File: src/rtl/shiftreg4_ctrl_pkg.sv
// Shared types and constants for the two-source 4-bit serial shifter.
package shiftreg4_ctrl_pkg;

    localparam int WORD_BITS = 4;
    localparam int CNT_BITS  = 2;

    localparam logic SRC_A = 1'b0;
    localparam logic SRC_B = 1'b1;

    typedef enum logic [1:0] {
        IDLE  = 2'd0,
        SHIFT = 2'd1,
        GAP   = 2'd2
    } state_e;

endpackage

File: src/rtl/shiftreg4_ctrl_if.sv
// Requester, stall and serial-output bundle of shiftreg4_ctrl.
interface shiftreg4_ctrl_if;
    import shiftreg4_ctrl_pkg::*;

    logic                 req_a;
    logic [WORD_BITS-1:0] data_a;
    logic                 gnt_a;
    logic                 req_b;
    logic [WORD_BITS-1:0] data_b;
    logic                 gnt_b;
    logic                 stall;
    logic                 sout;
    logic                 svalid;
    logic                 sfirst;
    logic                 done;
    logic                 done_src;
    logic                 busy;

    modport master (
        output req_a, data_a, req_b, data_b, stall,
        input  gnt_a, gnt_b, sout, svalid, sfirst, done, done_src, busy
    );

    modport slave (
        input  req_a, data_a, req_b, data_b, stall,
        output gnt_a, gnt_b, sout, svalid, sfirst, done, done_src, busy
    );

endinterface

File: src/rtl/shiftreg4_ctrl_core.sv
// Word register with parallel load and zero-fill serial shift in either direction.
module shift4_core
    import shiftreg4_ctrl_pkg::*;
#(
    parameter int MSB_FIRST = 0
) (
    input  logic                 clk,
    input  logic                 reset,
    input  logic                 load,
    input  logic                 shift_en,
    input  logic [WORD_BITS-1:0] din,
    output logic                 sbit
);

    logic [WORD_BITS-1:0] word_r;

    // Load outranks shift so a fresh grant always starts from the captured word
    always_ff @(posedge clk) begin
        if (reset) begin
            word_r <= {WORD_BITS{1'b0}};
        end else if (load) begin
            word_r <= din;
        end else if (shift_en) begin
            if (MSB_FIRST != 0) begin
                word_r <= {word_r[WORD_BITS-2:0], 1'b0};
            end else begin
                word_r <= {1'b0, word_r[WORD_BITS-1:1]};
            end
        end else begin
            word_r <= word_r;
        end
    end

    assign sbit = (MSB_FIRST != 0) ? word_r[WORD_BITS-1] : word_r[0];

endmodule

File: src/rtl/shiftreg4_ctrl.sv
// Round-robin arbiter and sequencer that shares one 4-bit shift register
// between two word sources and streams each word out serially with stall.
module shiftreg4_ctrl
    import shiftreg4_ctrl_pkg::*;
#(
    parameter int MSB_FIRST = 0,
    parameter int IDLE_GAP  = 1
) (
    input  logic             clk,
    input  logic             reset,
    shiftreg4_ctrl_if.slave  bus
);

    localparam logic [CNT_BITS-1:0] GAP_LAST = CNT_BITS'(IDLE_GAP - 1);

    state_e               state_r;
    state_e               state_nxt_s;
    logic [CNT_BITS-1:0]  cnt_r;
    logic [CNT_BITS-1:0]  gap_r;
    logic                 ptr_r;
    logic                 src_r;
    logic                 done_r;
    logic                 done_src_r;
    logic                 win_s;
    logic                 grant_s;
    logic                 accept_s;
    logic                 last_s;
    logic                 sbit_s;
    logic [WORD_BITS-1:0] din_s;

    // Favoured requester wins when it asks, otherwise the other one does
    always_comb begin
        win_s = SRC_A;
        if (ptr_r == SRC_A) begin
            win_s = bus.req_a ? SRC_A : SRC_B;
        end else begin
            win_s = bus.req_b ? SRC_B : SRC_A;
        end
    end

    assign grant_s  = (state_r == IDLE) & (bus.req_a | bus.req_b) & ~reset;
    assign accept_s = (state_r == SHIFT) & ~bus.stall;
    assign last_s   = accept_s & (cnt_r == 2'd3);
    assign din_s    = (win_s == SRC_A) ? bus.data_a : bus.data_b;

    shift4_core #(
        .MSB_FIRST (MSB_FIRST)
    ) u_core (
        .clk      (clk),
        .reset    (reset),
        .load     (grant_s),
        .shift_en (accept_s),
        .din      (din_s),
        .sbit     (sbit_s)
    );

    // State register
    always_ff @(posedge clk) begin
        if (reset) begin
            state_r <= IDLE;
        end else begin
            state_r <= state_nxt_s;
        end
    end

    // Next-state decode
    always_comb begin
        state_nxt_s = state_r;
        case (state_r)
            IDLE: begin
                if (grant_s) state_nxt_s = SHIFT;
                else         state_nxt_s = IDLE;
            end
            SHIFT: begin
                if (last_s) state_nxt_s = (IDLE_GAP == 0) ? IDLE : GAP;
                else        state_nxt_s = SHIFT;
            end
            GAP: begin
                if (gap_r == GAP_LAST) state_nxt_s = IDLE;
                else                   state_nxt_s = GAP;
            end
            default: state_nxt_s = IDLE;
        endcase
    end

    // Pointer, source, bit/gap counters and the registered completion pulse
    always_ff @(posedge clk) begin
        if (reset) begin
            cnt_r      <= 2'd0;
            gap_r      <= 2'd0;
            ptr_r      <= SRC_A;
            src_r      <= SRC_A;
            done_r     <= 1'b0;
            done_src_r <= 1'b0;
        end else begin
            done_r <= last_s;
            if (last_s) begin
                done_src_r <= src_r;
            end
            if (grant_s) begin
                src_r <= win_s;
                ptr_r <= ~win_s;
                cnt_r <= 2'd0;
            end else if (accept_s) begin
                cnt_r <= cnt_r + 2'd1;
            end
            if (state_r == GAP) begin
                gap_r <= gap_r + 2'd1;
            end else begin
                gap_r <= 2'd0;
            end
        end
    end

    // Output decode; serial outputs depend on registered state only
    always_comb begin
        bus.gnt_a    = grant_s & (win_s == SRC_A);
        bus.gnt_b    = grant_s & (win_s == SRC_B);
        bus.svalid   = (state_r == SHIFT);
        bus.sout     = (state_r == SHIFT) & sbit_s;
        bus.sfirst   = (state_r == SHIFT) & (cnt_r == 2'd0);
        bus.busy     = (state_r != IDLE);
        bus.done     = done_r;
        bus.done_src = done_src_r;
    end

endmodule

File: src/flat_wrapper.sv
// flat-port wrapper written by rule: the top's interface ports become plain ports
module shiftreg4_ctrl_flat import shiftreg4_ctrl_pkg::*;
#(
    parameter int MSB_FIRST = 0,
    parameter int IDLE_GAP  = 1
)
  (clk, reset, bus_req_a, bus_data_a, bus_req_b, bus_data_b, bus_stall, bus_gnt_a, bus_gnt_b, bus_sout, bus_svalid, bus_sfirst, bus_done, bus_done_src, bus_busy);
  shiftreg4_ctrl_if bus_i ();
  input  logic clk;
  input  logic reset;
  input wire logic [$bits(bus_i.req_a)-1:0] bus_req_a;
  input wire logic [$bits(bus_i.data_a)-1:0] bus_data_a;
  input wire logic [$bits(bus_i.req_b)-1:0] bus_req_b;
  input wire logic [$bits(bus_i.data_b)-1:0] bus_data_b;
  input wire logic [$bits(bus_i.stall)-1:0] bus_stall;
  output wire logic [$bits(bus_i.gnt_a)-1:0] bus_gnt_a;
  output wire logic [$bits(bus_i.gnt_b)-1:0] bus_gnt_b;
  output wire logic [$bits(bus_i.sout)-1:0] bus_sout;
  output wire logic [$bits(bus_i.svalid)-1:0] bus_svalid;
  output wire logic [$bits(bus_i.sfirst)-1:0] bus_sfirst;
  output wire logic [$bits(bus_i.done)-1:0] bus_done;
  output wire logic [$bits(bus_i.done_src)-1:0] bus_done_src;
  output wire logic [$bits(bus_i.busy)-1:0] bus_busy;
  assign bus_i.req_a = bus_req_a;
  assign bus_i.data_a = bus_data_a;
  assign bus_i.req_b = bus_req_b;
  assign bus_i.data_b = bus_data_b;
  assign bus_i.stall = bus_stall;
  assign bus_gnt_a = bus_i.gnt_a;
  assign bus_gnt_b = bus_i.gnt_b;
  assign bus_sout = bus_i.sout;
  assign bus_svalid = bus_i.svalid;
  assign bus_sfirst = bus_i.sfirst;
  assign bus_done = bus_i.done;
  assign bus_done_src = bus_i.done_src;
  assign bus_busy = bus_i.busy;
  shiftreg4_ctrl #(.MSB_FIRST(MSB_FIRST), .IDLE_GAP(IDLE_GAP)) u_core (.clk(clk), .reset(reset), .bus(bus_i));
endmodule
File: config.mk
export PLATFORM = sky130hd
export DESIGN_NAME = shiftreg4_ctrl_flat
export DESIGN_NICKNAME = d
export VERILOG_FILES = /design/src/rtl/shiftreg4_ctrl_pkg.sv /design/src/rtl/shiftreg4_ctrl_if.sv /design/src/rtl/shiftreg4_ctrl_core.sv /design/src/rtl/shiftreg4_ctrl.sv /design/src/flat_wrapper.sv
export SDC_FILE = /design/constraint.sdc
export NUM_CORES = 1
export LEC_CHECK = 0
export ABC_CLOCK_PERIOD_IN_PS = 1600
export CAP_MARGIN = 5
export CORE_MARGIN = 2
export CORE_UTILIZATION = 44
export CTS_CLUSTER_DIAMETER = 60
export DETAILED_ROUTE_END_ITERATION = 10
export PLACE_DENSITY = 0.76
export SETUP_SLACK_MARGIN = 0.1
export SLEW_MARGIN = 20
export SYNTH_ARGS = -nofsm -noshare
export SYNTH_HDL_FRONTEND = slang
export SYNTH_SLANG_ARGS = --single-unit
File: constraint.sdc
create_clock -name clk -period 1.6 [get_ports clk]
set_input_delay 0.24 -clock clk [delete_from_list [all_inputs] [get_ports clk]]
set_output_delay 0.24 -clock clk [all_outputs]
set_load 0.03 [all_outputs]
After elaboration in Yosys (flattened, before gate mapping)

Cells that the tools add are included.

Output and inout bits: 8
Register bits: 14

Bitwise logic cells: 13
Add/sub/neg operators: 2
Reductions and logical operators: 7
Equal/unequal tests: 3
Multiplexer cells: 10

Operators by type and width:

| operator            | count |
|---|---|
| $mux 4              | 3 |
| $and 1x1->1         | 8 |
| $logic_not 2->1     | 3 |
| $pmux 2 s3          | 1 |
| $add 2x1->2 const B | 2 |
| $eq 2x2->1 const B  | 2 |
| $mux 1              | 4 |
| $mux 2              | 2 |
| $not 1->1           | 4 |
| $reduce_bool 2->1   | 2 |
| $reduce_or 2->1     | 2 |
| $eq 2x1->1 const B  | 1 |
| $or 1x1->1          | 1 |

Longest topological paths before layout

Gate-level depths: netlist (run 1).

Depth in word-level cells: 5
Mapped depth: 6

Hierarchy

Synthesis (run 1) repeated with hierarchy kept, for this count alone.

Cells, all modules: 70
Area total of the unflattened synthesis: 683.2 um^2

Modules (own cells, without submodules):

| module         | sequential area each (um^2) | instances | area an instance (um^2) | cells each |
|---|---|---|---|---|
| shiftreg4_ctrl | 200.2                       | 1         | 510.5                   | 53 |
| shift4_core    | 80.1                        | 1         | 172.7                   | 17 |

Worst setup path before layout (run 1)

No wires, ideal clock.

Path kind: register to output
Start: register u_core.state_r[0]
End: output bus_sfirst
Data required time: 1.360 ns
Path slack: -0.025 ns
Cell stages (with the launch flop): 4
Data arrival time: 1.385 ns
Cells stage by stage: dfxtp_1 buf_6 nor2b_1 and2_1

Longest elaborated chain between the ends: 2

Ends and longest elaborated chain:

| what                   | RTL line              | text |
|---|---|---|
| from (decl)            | shiftreg4_ctrl.sv:16  | `state_e state_r;` |
| from (signal assigned) | shiftreg4_ctrl.sv:62  | `state_r <= state_nxt_s;` |
| $eq 2x1->1             | n/a                   |  |
| net bus_svalid         | flat_wrapper.sv:19    | `output wire logic [$bits(bus_i.svalid)-1:0] bus_svalid;` |
| $and 1x1->1            | shiftreg4_ctrl.sv:121 | `bus.sfirst = (state_r == SHIFT) & (cnt_r == 2'd0);` |
| to (decl)              | flat_wrapper.sv:20    | `output wire logic [$bits(bus_i.sfirst)-1:0] bus_sfirst;` |

The timed path passes the listed nets, and every way through them passes these cells.

Worst setup path after layout (run 1)

Start: register u_core.state_r[0]
End: output bus_gnt_a

Longest elaborated chain between the ends: 4

Ends and longest elaborated chain:

| what                      | RTL line              | text |
|---|---|---|
| $logic_not 2->1           | shiftreg4_ctrl.sv:41  | `assign grant_s = (state_r == IDLE) & (bus.req_a \| bus.req_b) & ~reset;` |
| $and 1x1->1 (2 in series) | shiftreg4_ctrl.sv:41  |  |
| $and 1x1->1               | shiftreg4_ctrl.sv:117 | `bus.gnt_a = grant_s & (win_s == SRC_A);` |
| to (decl)                 | flat_wrapper.sv:16    | `output wire logic [$bits(bus_i.gnt_a)-1:0] bus_gnt_a;` |

Every way passes these cells.

==> results of run 1 <==
-- sequential cells by signal, summed over array words and instances (netlist names) --
| name | count |
|---|---|
| u_core.u_core.word_r | 4 |
| u_core.cnt_r | 2 |
| u_core.bus.done_src | 1 |
| u_core.gap_r | 2 |
| u_core.ptr_r | 1 |
| u_core.bus.done | 1 |
| u_core.src_r | 1 |
| u_core.state_r | 2 |
-- per-stage QoR --
stage                     utilization  TNS, ns  hold slack [ns]  instances  total power (uW)
after global placement         0.6310  -0.3658           0.4347        118             539.4
after global routing           0.6871        0           0.4846        123             783.1
after CTS                      0.6607        0           0.4610        122             734.4
after detailed placement       0.6310  -0.5880           0.4404        118             541.9
final                          0.6871        0           0.4594        123             743.3
after floorplan                     -        0           0.4259         76             471.9
-- metal layers --
layer  GRT usage  part of all wire  vias to the layer above
met5           0                 0                        -
met4     0.05455             0.011                        0
met3     0.03830             0.052                        4
met2      0.3104              0.52                       18
met1      0.2031              0.42                      309
li1            -                 -                      332
-- kinds of logic (layout without fill, tap and decap cells) --
group	count (synthesis)	in the layout	synth area share
buffers and inverters	11	42	0.09041
XOR/XNOR	1	1	0.01292
flip-flops	14	14	0.4133
adder cells (fa/ha/maj)	3	3	0.05536
AO/OA/AOI/OAI	21	21	0.2214
AND/OR/NAND/NOR	26	26	0.2067
-- power by group --
part           total (uW)  switching, uW  internal [uW]
Sequential            376           11.9            364
Clock                 190            103           86.8
Combinational         177           77.3           99.4
-- cell type report --
type	instances	area (sq um)
flip-flops and latches	14	285.3
fillers	123	460.4
repair buffers	32	291.5
inverters	7	26.28
well taps	16	20.02
multi-input cells	51	365.4
clock buffers	3	22.52
-- cell usage after synthesis (all sizes together) (2+ instances only) --
cell / instances / share of area
nand2: 4 / 0.022
and3: 4 / 0.037
nor2: 7 / 0.039
and2: 3 / 0.030
a222oi: 3 / 0.044
nor2b: 2 / 0.018
dfxtp: 14 / 0.41
inv: 7 / 0.039
buf: 4 / 0.052
a21oi: 8 / 0.059
a211oi: 4 / 0.044
ha: 3 / 0.055
a21o: 3 / 0.035
-- what timing repair did --
| item | in CTS | in global routing |
|---|---|---|
| gates resized for setup | 10 | 9 |
| setup endpoints to repair | 7 | 6 |
| pin swaps | 2 | 2 |
| buffers inserted | 1 | 1 |
-- how the worst max path moves through the flow --
stage	startpoint	to	slack [ns]
4_1_cts	u_core.state_r[1]	bus_gnt_a	0.06
5_1_grt	u_core.state_r[0]	bus_gnt_a	0.03
6_report	u_core.state_r[0]	bus_gnt_a	0.10
3_5_place_dp	reset	bus_gnt_a	-0.14
3_3_place_gp	reset	bus_gnt_a	-0.1
2_1_floorplan	u_core.state_r[0]	bus_sfirst	0.20
==> impl_metrics.tcl, run 1 <==
set metrics [dict create \
    die_area_sq_um 1871 \
    path_clk_slew_ns 0.09 \
    via_count 663 \
    htreeDepth 1 \
    ios 21 \
    worst-path-buf-inv 2 \
    rsz0062_at_grt "yes" \
    min_to "u_core.src_r" \
    p_leak_uw 0.0004639 \
    period_needed_ns 1.496 \
    r2r-end "u_core.u_core.word_r[1]" \
    setup_viol 0 \
    cpLargestDelayFamily "simple AND/OR/NAND/NOR gates" \
    holdBufCountCts 0 \
    clk_latency_ns 0.27 \
    cts_root_buf "clkbuf_4" \
    vias_per_cell 5.390 \
    yosysWarnings 0 \
    placed_area_sq_um 928.4 \
    antenna_found_initial 0 \
    clock_skew_ns 0.01326 \
    wl_per_cell_um 12.37 \
    dr.first_iter.drc_count 16 \
    pre_cts_ws_ns -0.1412 \
    tightestPinTransition_ns 0.3848 \
    crit_arrival_ns 1.26 \
    yosysUniqueCellTypes 27 \
    cp_max_fo 5 \
    dieWidth_um 43.26 \
    drive_above_1_share 0.2897 \
    r2r_slack_ns 0.24 \
    cts_tree "yes" \
    endpoint_kind "output pin" \
    max_slew_margin 0.7429 \
    antenna_cells 0 \
    start_util 0.4609 \
    cap_violations 0 \
    fin_nets 125 \
    cts_sinks 14 \
    crit_required_ns 1.36 \
    design_area_sq_um 1011 \
    grt_max_degree 8 \
    die_h_um 43.26 \
    crit_type "reg -> out" \
    critPathSlowestCell "dfxtp_4" \
    cpPeakStageDelay_ns 0.37 \
    status "completed" \
    numCtsBuffers 3 \
    synthesis.area_sq_um 678.2 \
    finalCritPeriodShare 0.9351 \
    drv_slew 0 \
    hp-start "u_core.src_r" \
    gp_congestion 0.7276 \
    drc_errors 0 \
    synthArstFlopShare 0 \
    port_buffers 20 \
    fin_ws_ns 0.1038 \
    whs_path_depth 1 \
    finalHoldViolCount 0 \
    syn-num-nets 92 \
    fp.coreArea_sq_um 1471 \
    overflow 0 \
    ys_seq_area_frac 0.4133 \
    fmax_ghz 0.6684 \
    power.density_nw_per_um2 735.2 \
    r2r-start "u_core.state_r[1]" \
    cts_buffer_depth 2 \
    path_cells "nor3_4 > and3_4 > buf_6 > buf_6" \
    hp-class "reg -> reg" \
    postSynthCellCount 76 \
    synth_flop_cell "dfxtp_1" \
    grt_pass1_wl_mm 2.477 \
    area_delta_synth_final_pct 49.08 \
    ant_nets 0 \
    cp-start-kind "register" \
    crit_path_frequent_cell "buf_6" \
    layout_commonest_cell "buf_4" \
    path_depth 4 \
    synth_edf_count 0 \
    rr_worst_depth 5 \
    routed_wl_mm 1.521 \
    fp-row-count 14 \
    track_usage 0.1741 \
    first_pass_iters 4 \
    grt_pass1_vias 630 \
    mostFrequentLayoutCells "buf_4 (13), dfxtp_1 (12), clkdlybuf4s50_1 (11)" \
    ys_ff_latch 14 \
    ir_drop_mv 0.5009 \
    synth_area_per_cell_sq_um 8.923 \
    dp_hpwl_mm 1.143 \
]
No activity file was read; power rests on OpenSTA's default activity.
==> run 2, diff against run 1 <==
--- a/config.mk
+++ b/config.mk
@@ -5,8 +5,8 @@
 export SDC_FILE = /design/constraint.sdc
 export NUM_CORES = 1
 export LEC_CHECK = 0
-export ABC_CLOCK_PERIOD_IN_PS = 1600
-export CAP_MARGIN = 5
+export ABC_CLOCK_PERIOD_IN_PS = 1500
+export CAP_MARGIN = 20
 export CORE_MARGIN = 2
 export CORE_UTILIZATION = 44
 export CTS_CLUSTER_DIAMETER = 60
==> constraint.sdc (replaced) <==
create_clock -name clk -period 1.5 [get_ports clk]
set_input_delay 0.225 -clock clk [delete_from_list [all_inputs] [get_ports clk]]
set_output_delay 0.225 -clock clk [all_outputs]
set_load 0.03 [all_outputs]
==> run 2 against run 1 <==
Highest routed layer unchanged. Design area up 6.3%. The flow now finishes with violations (setup timing). Sequential power is 6.4% higher. Sequential share of layout area fell by 1.3 points. Critical path type unchanged. Largest power group unchanged. Utilization rose by 4.3 points. Largest cell class unchanged. Non-clock buffer count rose by 6. Critical endpoint unchanged.
==> impl_metrics.tcl, run 2 (same netlist as run 1, synthesis figures left out) <==
set metrics [dict create \
    die_h_um 43.26 \
    worst-path-buf-inv 2 \
    hp-start "u_core.bus.done_src" \
    path_clk_slew_ns 0.08 \
    grt_pass1_wl_mm 2.691 \
    clk_latency_ns 0.27 \
    vias_per_cell 5.287 \
    drv_slew 0 \
    fp-row-count 14 \
    dieWidth_um 43.26 \
    max_slew_margin 0.7783 \
    largest-register "u_core.u_core.word_r" \
    die_area_sq_um 1871 \
    period_needed_ns 1.520 \
    crit_type "reg -> out" \
    rr_worst_depth 5 \
    num-fill-cells 110 \
    status "finished, violations left" \
    min_to "u_core.bus.done_src" \
    r2r-end "u_core.u_core.word_r[0]" \
    tightestPinTransition_ns 0.3241 \
    mostFrequentLayoutCells "buf_4 (18), dfxtp_1 (11), clkdlybuf4s50_1 (9)" \
    cts_buffer_depth 2 \
    antenna_found_initial 0 \
    fin_ws_ns -0.02048 \
    routed_wl_mm 1.703 \
    grt_max_degree 8 \
    crit_arrival_ns 1.30 \
    whs_path_depth 2 \
    port_buffers 20 \
    endpoint_kind "output pin" \
    via_count 682 \
    ios 21 \
    grt_pass1_vias 625 \
    ant_nets 0 \
    antenna_cells 0 \
    crit_path_frequent_cell "buf_6" \
    overflow 0 \
    cp-start-kind "register" \
    finalHoldViolCount 0 \
    largest_reg_flops 4 \
    power.density_nw_per_um2 756.0 \
    clock_skew_ns 0.002186 \
    hp-class "reg -> reg" \
    switchingPower_uw 218.9 \
    dp_hpwl_mm 1.187 \
    rsz0062_at_grt "yes" \
    pre_cts_ws_ns -0.2064 \
    holdBufCountCts 0 \
    cts_tree "yes" \
    fp.coreArea_sq_um 1471 \
    cpPeakStageDelay_ns 0.37 \
    track_usage 0.1967 \
    start_util 0.4609 \
    dr.first_iter.drc_count 36 \
    clkPwrFrac 0.261 \
    htreeDepth 1 \
    ir_drop_mv 0.4275 \
    cp_max_fo 3 \
    r2r-start "u_core.state_r[0]" \
    violations "setup timing" \
    cap_violations 0 \
    cts_root_buf "clkbuf_4" \
    p_leak_uw 0.0005025 \
    critPathSlowestCell "dfxtp_4" \
    fin_nets 131 \
    r2r_slack_ns 0.12 \
    fin_hold_ws_ns 0.4521 \
    layout_commonest_cell "buf_4" \
    first_pass_iters 4 \
    cpLargestDelayFamily "simple AND/OR/NAND/NOR gates" \
    drc_errors 0 \
    finalCritPeriodShare 1.014 \
    setup_viol 1 \
    drive_above_1_share 0.3540 \
    intPower_uw 593.6 \
    fin_util 0.7304 \
    combPwrFrac 0.246 \
    area_delta_synth_final_pct 58.49 \
    crit_required_ns 1.27 \
    fmax_ghz 0.6577 \
    cts_sinks 14 \
    numCtsBuffers 3 \
    gp_congestion 0.7766 \
    seqPwrFrac 0.493 \
    path_cells "nor3_4 > and3_4 > buf_6 > buf_6" \
    wl_per_cell_um 13.20 \
    p_sw_frac 0.2695 \
]
-- run 2: metrics by stage --
step | TNS [ns] | cells | power [uW] | area (sq um)
6_report | -0.02048 | 129 | 812.5 | 1075
5_1_grt | -0.1012 | 129 | 856.1 | 1075
4_1_cts | -0.01772 | 126 | 810.4 | 1041
3_5_place_dp | -1.064 | 120 | 582.7 | 940.9
3_3_place_gp | -0.7677 | 120 | 578.8 | 940.9
2_1_floorplan | 0 | 76 | 503.4 | 680.7
-- run 2: how the worst max path moves through the flow --
stage                            startpoint                       to  slack [ns]  depth (start not counted)
after floorplan           u_core.state_r[0]               bus_sfirst        0.11                          3
after global routing      u_core.state_r[1]                bus_gnt_a       -0.09                          4
after detailed placement              reset  u_core.u_core.word_r[0]       -0.21                          5
after global placement                reset  u_core.u_core.word_r[0]       -0.15                          5
final                     u_core.state_r[1]                bus_gnt_a       -0.02                          4
after CTS                 u_core.state_r[0]                bus_gnt_a       -0.02                          4
-- run 2: area by class of cell --
cell class | instances | area [sq um] | area share
repair buffers | 38 | 344.1 | 0.3201
inverters | 7 | 26.28 | 0.02445
well taps | 16 | 20.02 | 0.01863
clock buffers | 3 | 22.52 | 0.02095
multi-input cells | 51 | 372.9 | 0.3469
flip-flops and latches | 14 | 289.0 | 0.2689
-- run 2: power by group through the flow --
stage	clock network, uW	logic, uW	registers, uW
floorplan	0	98.7	405
global placement	0	170	409
detailed placement	0	174	409
CTS	220	191	399
global route	240	213	403
finish	212	200	400
-- run 2: what timing repair did --
item	4_1_cts	5_1_grt
resized for setup	22	4
buffers inserted	3	3
pin swaps	3	5
setup endpoints to repair	9	10
-- run 2: metal layers --
layer	wire length, um	part of all wire	global-route usage	vias to the layer above
li1	-	-	-	341
met1	733	0.43	0.2375	315
met2	876	0.51	0.3224	24
met3	82	0.048	0.05106	2
met4	10	0.0059	0.09091	0
met5	0	0	0	-
-- run 2: tightest hold or removal path: cells and delay by family (launching register included) --
kind | cells | cell delay (ns)
DFF | 1 | 0.31
and+or+nand+nor | 1 | 0.05
AOI/OAI and AO/OA | 1 | 0.05
==> run 3, diff against run 2 <==
--- a/config.mk
+++ b/config.mk
@@ -5,13 +5,13 @@
 export SDC_FILE = /design/constraint.sdc
 export NUM_CORES = 1
 export LEC_CHECK = 0
-export ABC_CLOCK_PERIOD_IN_PS = 1500
+export ABC_CLOCK_PERIOD_IN_PS = 1950
 export CAP_MARGIN = 20
 export CORE_MARGIN = 2
-export CORE_UTILIZATION = 44
+export CORE_UTILIZATION = 47
 export CTS_CLUSTER_DIAMETER = 60
 export DETAILED_ROUTE_END_ITERATION = 10
-export PLACE_DENSITY = 0.76
+export PLACE_DENSITY = 0.8
 export SETUP_SLACK_MARGIN = 0.1
 export SLEW_MARGIN = 20
 export SYNTH_ARGS = -nofsm -noshare
==> constraint.sdc (replaced) <==
create_clock -name clk -period 1.95 [get_ports clk]
set_input_delay 0.2925 -clock clk [delete_from_list [all_inputs] [get_ports clk]]
set_output_delay 0.2925 -clock clk [all_outputs]
set_load 0.03 [all_outputs]
==> run 3 against run 2 <==
The flow now finishes without violations. Combinational power decreased by 40%. Highest routed layer unchanged. Total power decreased by 27%. Sequential share of layout area increased by 4.3 points. Largest power group unchanged.
==> impl_metrics.tcl, run 3 (same netlist as run 1, synthesis figures left out) <==
set metrics [dict create \
    status "completed" \
    crit_path_frequent_cell "buf_4" \
    r2r_slack_ns 0.46 \
    overflow 0 \
    power.density_nw_per_um2 656.4 \
    intPower_uw 431.1 \
    tightestPinTransition_ns 0.3633 \
    hp-class "reg -> reg" \
    cpLargestDelayFamily "simple AND/OR/NAND/NOR gates" \
    track_usage 0.1888 \
    crit_required_ns 1.66 \
    numCtsBuffers 3 \
    rr_worst_depth 5 \
    antenna_found_initial 0 \
    startpoint "u_core.state_r[0]" \
    combPwrFrac 0.204 \
    switchingPower_uw 159.3 \
    clock_skew_ns 0.003500 \
    r2r-end "u_core.u_core.word_r[0]" \
    path_clk_slew_ns 0.08 \
    ir_drop_mv 0.4157 \
    cap_violations 0 \
    critPathSlowestCell "dfxtp_1" \
    cpPeakStageDelay_ns 0.32 \
    setup_viol 0 \
    grt_pass1_wl_mm 2.352 \
    cts_root_buf "clkbuf_4" \
    dieWidth_um 41.99 \
    holdBufCountCts 0 \
    htreeDepth 1 \
    fp.coreArea_sq_um 1318 \
    cp_max_fo 8 \
    grt_pass1_vias 555 \
    endpoint_kind "output pin" \
    p_sw_frac 0.2699 \
    dr.first_iter.drc_count 20 \
    clkPwrFrac 0.276 \
    cts_tree "yes" \
    via_count 634 \
    drv_slew 0 \
    tns_ns 0 \
    wl_per_cell_um 14.34 \
    gp_congestion 0.7983 \
    fp-row-count 13 \
    p_leak_uw 0.0003867 \
    crit_end "bus_gnt_a" \
    power.total_uw 590.5 \
    die_h_um 41.99 \
    start_util 0.5147 \
    cts_buffer_depth 2 \
    largest-register "u_core.u_core.word_r" \
    path_depth 4 \
    r2r-start "u_core.state_r[0]" \
    path_cells "buf_4 > nor3_2 > and3_2 > buf_4" \
    cts_setup_buffers 0 \
    post_cts_resized 4 \
    vias_per_cell 5.611 \
    fin_nets 116 \
    drc_errors 0 \
    finalHoldViolCount 0 \
    grt_max_degree 10 \
    seqPwrFrac 0.520 \
    crit_type "reg -> out" \
    worst-path-buf-inv 2 \
    mostFrequentLayoutCells "clkdlybuf4s50_1 (14), dfxtp_1 (14), a21oi_1 (8)" \
    ios 21 \
    ant_nets 0 \
    drive_above_1_share 0.1429 \
    crit_arrival_ns 1.51 \
    port_buffers 20 \
    area_delta_synth_final_pct 32.66 \
    fin_ws_ns 0.1482 \
    period_needed_ns 1.802 \
    max_slew_margin 0.7516 \
    fmax_ghz 0.5550 \
    antenna_cells 0 \
    largest_reg_flops 4 \
    cts_sinks 14 \
    rsz0062_at_grt "no" \
    hp-start "u_core.bus.done_src" \
    clk_latency_ns 0.29 \
    cp-start-kind "register" \
    dp_hpwl_mm 1.218 \
    die_area_sq_um 1763 \
    routed_wl_mm 1.620 \
    pre_cts_ws_ns 0.1415 \
    first_pass_iters 4 \
    finalCritPeriodShare 0.9240 \
]
run 3: changes by cell type in the layout (fill, tap and decap cells not counted), moves of 2 or more:
cell	previous run	this run
buf_4	18	5
buf_6	6	0
clkdlybuf4s50_1	9	14
dfxtp_1	11	14
and2_1	0	2
and2_4	2	0
and3_2	0	2
and3_4	2	0
dfxtp_4	2	0
dlymetal6s2s_1	2	0
run 3: tightest hold or removal path: stages (launching register included):
cell and delay [ns]:
dfxtp_1 0.32, nand2_1 0.05, a21oi_1 0.05
run 3: layout make-up:
cell class	instances	area (sq um)
fill	121	417.9
multi-input combinational	51	339.1
sequential	14	280.3
tap	15	18.77
timing repair buffer	23	212.7
inverter	7	26.28
clock buffer	3	22.52
run 3: per-layer routing:
layer / wire [um] / part of all wire / GRT usage / up-vias
li1: - / - / - / 314
met2: 802 / 0.50 / 0.2969 / 19
met5: 0 / 0 / 0 / -
met4: 48 / 0.030 / 0.1355 / 0
met1: 659 / 0.41 / 0.2027 / 296
met3: 110 / 0.068 / 0.07759 / 5
run 3: worst min-delay path by stage:
stage | slack [ns] | cells after the start | endpoint
6_report | 0.46 | 2 | u_core.bus.done_src
5_1_grt | 0.50 | 1 | u_core.src_r
4_1_cts | 0.47 | 2 | u_core.bus.done_src
3_5_place_dp | 0.45 | 1 | u_core.src_r
3_3_place_gp | 0.44 | 2 | u_core.bus.done_src
2_1_floorplan | 0.43 | 1 | u_core.src_r
run 3: metrics by stage:
| stage | hold WS (ns) | instances | area, sq um | util |
|---|---|---|---|---|
| global placement | 0.4443 | 110 | 879.6 | 0.6676 |
| finish | 0.4650 | 113 | 899.6 | 0.6828 |
| global route | 0.4988 | 113 | 899.6 | 0.6828 |
| CTS | 0.4715 | 113 | 897.1 | 0.6809 |
| floorplan | 0.4259 | 76 | 678.2 | - |
| detailed placement | 0.4543 | 110 | 879.6 | 0.6676 |
run 3: power groups by stage:
stage,Sequential (uW),Clock [uW],Combinational (uW)
finish,307,163,120
global route,308,183,130
CTS,307,170,119
detailed placement,314,0,123
global placement,314,0,119
floorplan,311,0,75.5
